`src/rtl/branch_target_buffer.sv`:
```
// rtl/branch_target_buffer.sv - direct-mapped branch target buffer with 2-bit direction counters
//
// Purpose:
//   Predicts the direction and target of control-flow instructions for the
//   fetch stage.
//   - Lookup is combinational. Its result is taken from the table contents
//     as they stand before the clock edge.
//   - The execute stage trains the table once per resolved branch or jump.
//   - The same resolve port raises the mispredict/recovery pair for the PC.
//   All PCs are word addresses (byte PC bits [31:2]).
//
// Ports:
//   CLK             in   1   clock, all state changes on the rising edge
//   RST             in   1   synchronous active-high reset
//   lookup_en       in   1   fetch_pc is valid this cycle
//   fetch_pc        in   30  fetch word PC
//   bpSel           out  1   predicted taken, fetch redirects to bp_a
//   bp_a            out  30  predicted target word PC (0 on miss)
//   res_valid       in   1   a control-flow instruction resolves this cycle
//   res_pc          in   30  word PC of the resolving instruction
//   res_taken       in   1   actual direction
//   res_target      in   30  actual target word PC
//   res_pred_taken  in   1   bpSel carried down the pipe with the instruction
//   res_pred_target in   30  bp_a carried down the pipe with the instruction
//   pdStatus        out  1   mispredict, fetch must load rpc
//   rpc             out  30  recovery word PC (0 when no mispredict)
//   mp_count        out  32  saturating mispredict counter

module branch_target_buffer #(
   parameter int ENTRIES = 16,
   parameter int IDX_W   = $clog2(ENTRIES)
) (
   input  logic        CLK,
   input  logic        RST,
   input  logic        lookup_en,
   input  logic [29:0] fetch_pc,
   output logic        bpSel,
   output logic [29:0] bp_a,
   input  logic        res_valid,
   input  logic [29:0] res_pc,
   input  logic        res_taken,
   input  logic [29:0] res_target,
   input  logic        res_pred_taken,
   input  logic [29:0] res_pred_target,
   output logic        pdStatus,
   output logic [29:0] rpc,
   output logic [31:0] mp_count
);

   localparam int TAG_W = 30 - IDX_W;

   logic               r_valid  [ENTRIES];
   logic [TAG_W-1:0]   r_tag    [ENTRIES];
   logic [29:0]        r_target [ENTRIES];
   logic [1:0]         r_ctr    [ENTRIES];
   logic [31:0]        r_mp_count;

   logic [IDX_W-1:0]   w_lk_idx;
   logic [TAG_W-1:0]   w_lk_tag;
   logic               w_lk_hit;

   logic [IDX_W-1:0]   w_rs_idx;
   logic [TAG_W-1:0]   w_rs_tag;
   logic               w_rs_hit;
   logic               w_rs_upd;
   logic               w_mispredict;

   // Lookup path: reads only registered state, so a same-cycle update to the
   // same index is not seen until the following cycle.
   assign w_lk_idx = fetch_pc[IDX_W-1:0];
   assign w_lk_tag = fetch_pc[29:IDX_W];
   assign w_lk_hit = lookup_en & r_valid[w_lk_idx] & (r_tag[w_lk_idx] == w_lk_tag);

   assign bpSel = w_lk_hit & r_ctr[w_lk_idx][1];
   assign bp_a  = w_lk_hit ? r_target[w_lk_idx] : 30'd0;

   // Resolve path
   assign w_rs_idx = res_pc[IDX_W-1:0];
   assign w_rs_tag = res_pc[29:IDX_W];
   assign w_rs_hit = r_valid[w_rs_idx] & (r_tag[w_rs_idx] == w_rs_tag);
   assign w_rs_upd = res_valid & ~RST;

   // A taken branch that was also predicted taken still mispredicts if the
   // carried-down target differs from the real one (e.g. an indirect jump).
   assign w_mispredict = (res_taken != res_pred_taken) |
                         (res_taken & res_pred_taken & (res_target != res_pred_target));

   assign pdStatus = w_rs_upd & w_mispredict;
   // Not-taken recovery falls through to res_pc + 1; the 30-bit add wraps naturally.
   assign rpc      = pdStatus ? (res_taken ? res_target : res_pc + 30'd1) : 30'd0;
   assign mp_count = r_mp_count;

   always_ff @(posedge CLK) begin
      if (RST) begin
         for (int i = 0; i < ENTRIES; i++) begin
            r_valid[i]  <= 1'b0;
            r_tag[i]    <= '0;
            r_target[i] <= 30'd0;
            r_ctr[i]    <= 2'b01;
         end
      end else if (res_valid) begin
         if (w_rs_hit) begin
            if (res_taken) begin
               if (r_ctr[w_rs_idx] != 2'b11)
                  r_ctr[w_rs_idx] <= r_ctr[w_rs_idx] + 2'd1;
               r_target[w_rs_idx] <= res_target;
            end else if (r_ctr[w_rs_idx] != 2'b00) begin
               r_ctr[w_rs_idx] <= r_ctr[w_rs_idx] - 2'd1;
            end
         end else if (res_taken) begin
            // Allocate on a taken miss, evicting whatever aliased here.
            // Start the counter weakly taken.
            r_valid[w_rs_idx]  <= 1'b1;
            r_tag[w_rs_idx]    <= w_rs_tag;
            r_target[w_rs_idx] <= res_target;
            r_ctr[w_rs_idx]    <= 2'b10;
         end
      end
   end

   always_ff @(posedge CLK) begin
      if (RST)
         r_mp_count <= 32'd0;
      else if (pdStatus && (r_mp_count != 32'hFFFF_FFFF))
         r_mp_count <= r_mp_count + 32'd1;
   end

endmodule

```
`config.mk`:
```
export PLATFORM = sky130hd
export DESIGN_NAME = branch_target_buffer
export DESIGN_NICKNAME = d
export VERILOG_FILES = /design/src/rtl/branch_target_buffer.sv
export SDC_FILE = /design/constraint.sdc
export NUM_CORES = 2
export LEC_CHECK = 0
export CAP_MARGIN = 20
export CORE_ASPECT_RATIO = 1.75
export CORE_MARGIN = 10
export CORE_UTILIZATION = 44
export DETAILED_ROUTE_END_ITERATION = 10
export MAX_ROUTING_LAYER = met4
export SKIP_CTS_REPAIR_TIMING = 1
export SLEW_MARGIN = 20
export SYNTH_ARGS = -nofsm -noshare
export SYNTH_HDL_FRONTEND = slang
export SYNTH_SLANG_ARGS = --single-unit
```
`constraint.sdc`:
```
create_clock -name CLK -period 5.55 [get_ports CLK]
set_input_delay 1.11 -clock CLK [delete_from_list [all_inputs] [get_ports CLK]]
set_output_delay 1.11 -clock CLK [all_outputs]
set_load 0.02 [all_outputs]
```
==> flow_summary.json <==
{
  "status": "finished clean",
  "p_leak_nw": 22.7,
  "chipHeight_um": 468,
  "crit_path_end_kind": "primary output",
  "synth_cell_types": 63,
  "netlist_area_um2": 50400,
  "cp-startpoint": "res_target[20]",
  "groute.usage.overall_pct": 29.3,
  "worst_slew_pin_slew_ns": 1.04,
  "ys_seq_elements": 976,
  "placementRows": 164,
  "post-route-period-util_pct": 98.4,
  "numPortBuffers": 219,
  "ys_async_sr_fraction_pct": 0,
  "grt_antenna_before_repair": 16,
  "synthTopCellsByArea": "edfxtp_1 55%, mux4_2 17%, and2_1 6.1%",
  "ir_drop_mv": 0.248,
  "dr.pass1.iters": 6,
  "initial_utilization_pct": 44.3,
  "synth_edf_count": 928,
  "worstRegToRegCells": 11,
  "wl_per_cell_um": 34.6,
  "viasPerCell": 6.32,
  "hp-class": "reg2reg",
  "synth.avg_cell_area_um2": 14.3,
  "worstPathArrival_ns": 4.35,
  "drc": 0,
  "yosysMostFrequentCell": "edfxtp_1",
  "numCtsBuffers": 90,
  "routed_wl_um": 186000,
  "fp.dieW_um": 276,
  "cts_max_path_buffers": 3,
  "tns_ns": 0,
  "fillers": 9417,
  "grt_pass1_vias": 34400,
  "synth_commonest_cells": "928 x edfxtp_1, 490 x and2_1, 425 x and3_1",
  "required_ns": 4.44,
  "cts_tree": "built",
  "holdPathStages": 2,
  "routabilityCongestion": 1.00,
  "cap_violations": 0,
  "slew_headroom_pct": 30.8,
  "die-area_um2": 129000,
  "clock.fmax_ghz": 0.183,
  "worstPathMaxFanout": 22,
  "synthCells": 3524,
  "setup_violations": 0,
  "ys_warn_count": 0,
  "clock_sinks": 976,
  "powerDensity_nw_per_um2": 290,
  "worstSkewPairLatency_ns": 0.72,
  "nets": 3917,
  "hpwl_um": 119000,
  "seq_area_frac_synth_pct": 57.2,
  "cts_root_buf": "clkbuf_16",
  "slew_violations": 0,
  "timing.rr.end": "r_ctr[6][0]$_SDFFCE_PN1P_",
  "io_pins": 220,
  "critical_path_class": "in2out",
  "synth_top_flop_cell": "edfxtp_1",
  "clk_pin_slew_ns": 0.06,
  "drtIter0Drc": 4127,
  "critPathLaunchType": "primary input",
  "syn_nets": 3656,
  "fin_skew_ns": 0.0249,
  "grt_max_degree": 135,
  "ff2ff_setup_slack_ns": 1.20,
  "yosysTopAreaCellShare_pct": 55.3,
  "endpoint": "rpc[7]",
  "overflow": 0,
  "drive_gt1_share_pct": 25.2,
  "hold_violations": 0,
  "grt_pass1_wl_um": 258000,
  "yosysTopAreaCell": "edfxtp_1",
  "total_power_mw": 17.4,
  "coreArea_um2": 114000,
  "antenna_left": 0,
  "min_period_ns": 5.46,
  "via_count": 33900,
  "syn_to_final_growth_pct": 18.8,
  "reg2reg_from": "r_tag[14][13]$_SDFFCE_PN0P_",
  "htree_levels": 3
}
-- placed cells by master (no fill, tap or decap), types with 65 or more instances in the layout --
master,count
mux2i_1,87
clkbuf_16,94
mux4_2,378
xor2_1,81
buf_4,287
clkdlybuf4s50_1,167
buf_12,65
and3_1,425
nor2_1,121
edfxtp_1,928
and2_1,490
-- state kept, by name (all words and copies together), names as in the netlist --
| name | flops |
|---|---|
| mp_count | 32 |
| r_ctr | 32 |
| r_tag | 416 |
| r_target | 480 |
| r_valid | 16 |
-- where the power goes --
group          total (mW)  switching [mW]  internal, mW
clock                6.65            2.89          3.75
sequential           8.58           0.157          8.43
combinational        2.15            1.19         0.952
-- area by class of cell --
cell class,count,area [µm²],share of cell area (%)
inverter,28,105,0.175
antenna,6,15.0,0.0251
multi-input combinational,2117,20200,33.8
clock inverter,58,717,1.20
tap,1494,1870,3.12
clock buffer,107,2360,3.94
timing repair buffer,572,5770,9.63
sequential,976,28800,48.1
-- metrics by stage --
stage | util, % | cells | setup WS (ns) | hold slack (ns) | instance area [µm²]
after floorplan | - | 3524 | 0.0974 | 0.429 | 50400
after global placement | 49.6 | 5177 | -0.859 | 0.442 | 56500
after detailed placement | 49.6 | 5177 | -0.831 | 0.455 | 56500
after CTS | 52.3 | 5342 | -0.833 | 0.464 | 59600
after global routing | 52.6 | 5356 | -0.0119 | 0.484 | 59900
final | 52.6 | 5358 | 0.0873 | 0.465 | 59900
-- metal layers --
layer | vias up | wire [µm] | GRT usage, %
li1 | 13900 | - | -
met1 | 17400 | 64500 | 33.7
met2 | 1931 | 92300 | 47.8
met3 | 569 | 16100 | 4.90
met4 | 0 | 12600 | 17.1
met5 | - | 0 | -
-- worst min path at each step --
stage,from,end
after floorplan,r_valid[2]$_DFF_P_,r_valid[2]$_DFF_P_
after global placement,r_valid[5]$_DFF_P_,r_valid[5]$_DFF_P_
after detailed placement,r_valid[4]$_DFF_P_,r_valid[4]$_DFF_P_
after CTS,r_valid[4]$_DFF_P_,r_valid[4]$_DFF_P_
after global routing,r_valid[1]$_DFF_P_,r_valid[1]$_DFF_P_
final,r_valid[4]$_DFF_P_,r_valid[4]$_DFF_P_
-- critical path, stage by stage --
cell	delay (ns)
clkdlybuf4s50_1	0.40
buf_4	0.19
xor2_1	0.16
nor4_1	0.38
nand4_1	0.35
buf_12	0.26
o41ai_2	0.40
a21o_2	0.25
buf_12	0.19
nor2_1	0.07
clkdlybuf4s50_1	0.55
-- cells by family (layout without fill, tap and decap cells) --
family,after synthesis,count (layout),share of synthesized area (%)
AND/OR/NAND/NOR,1294,1294,15.0
flip-flops,976,976,57.2
multiplexers,470,470,18.8
buffers and inverters,431,765,3.56
AO/OA/AOI/OAI,210,210,2.90
XOR/XNOR,137,137,2.38
adder cells (fa/ha/maj),6,6,0.149
other,0,6,0
No activity file was read; power rests on OpenSTA's default activity.
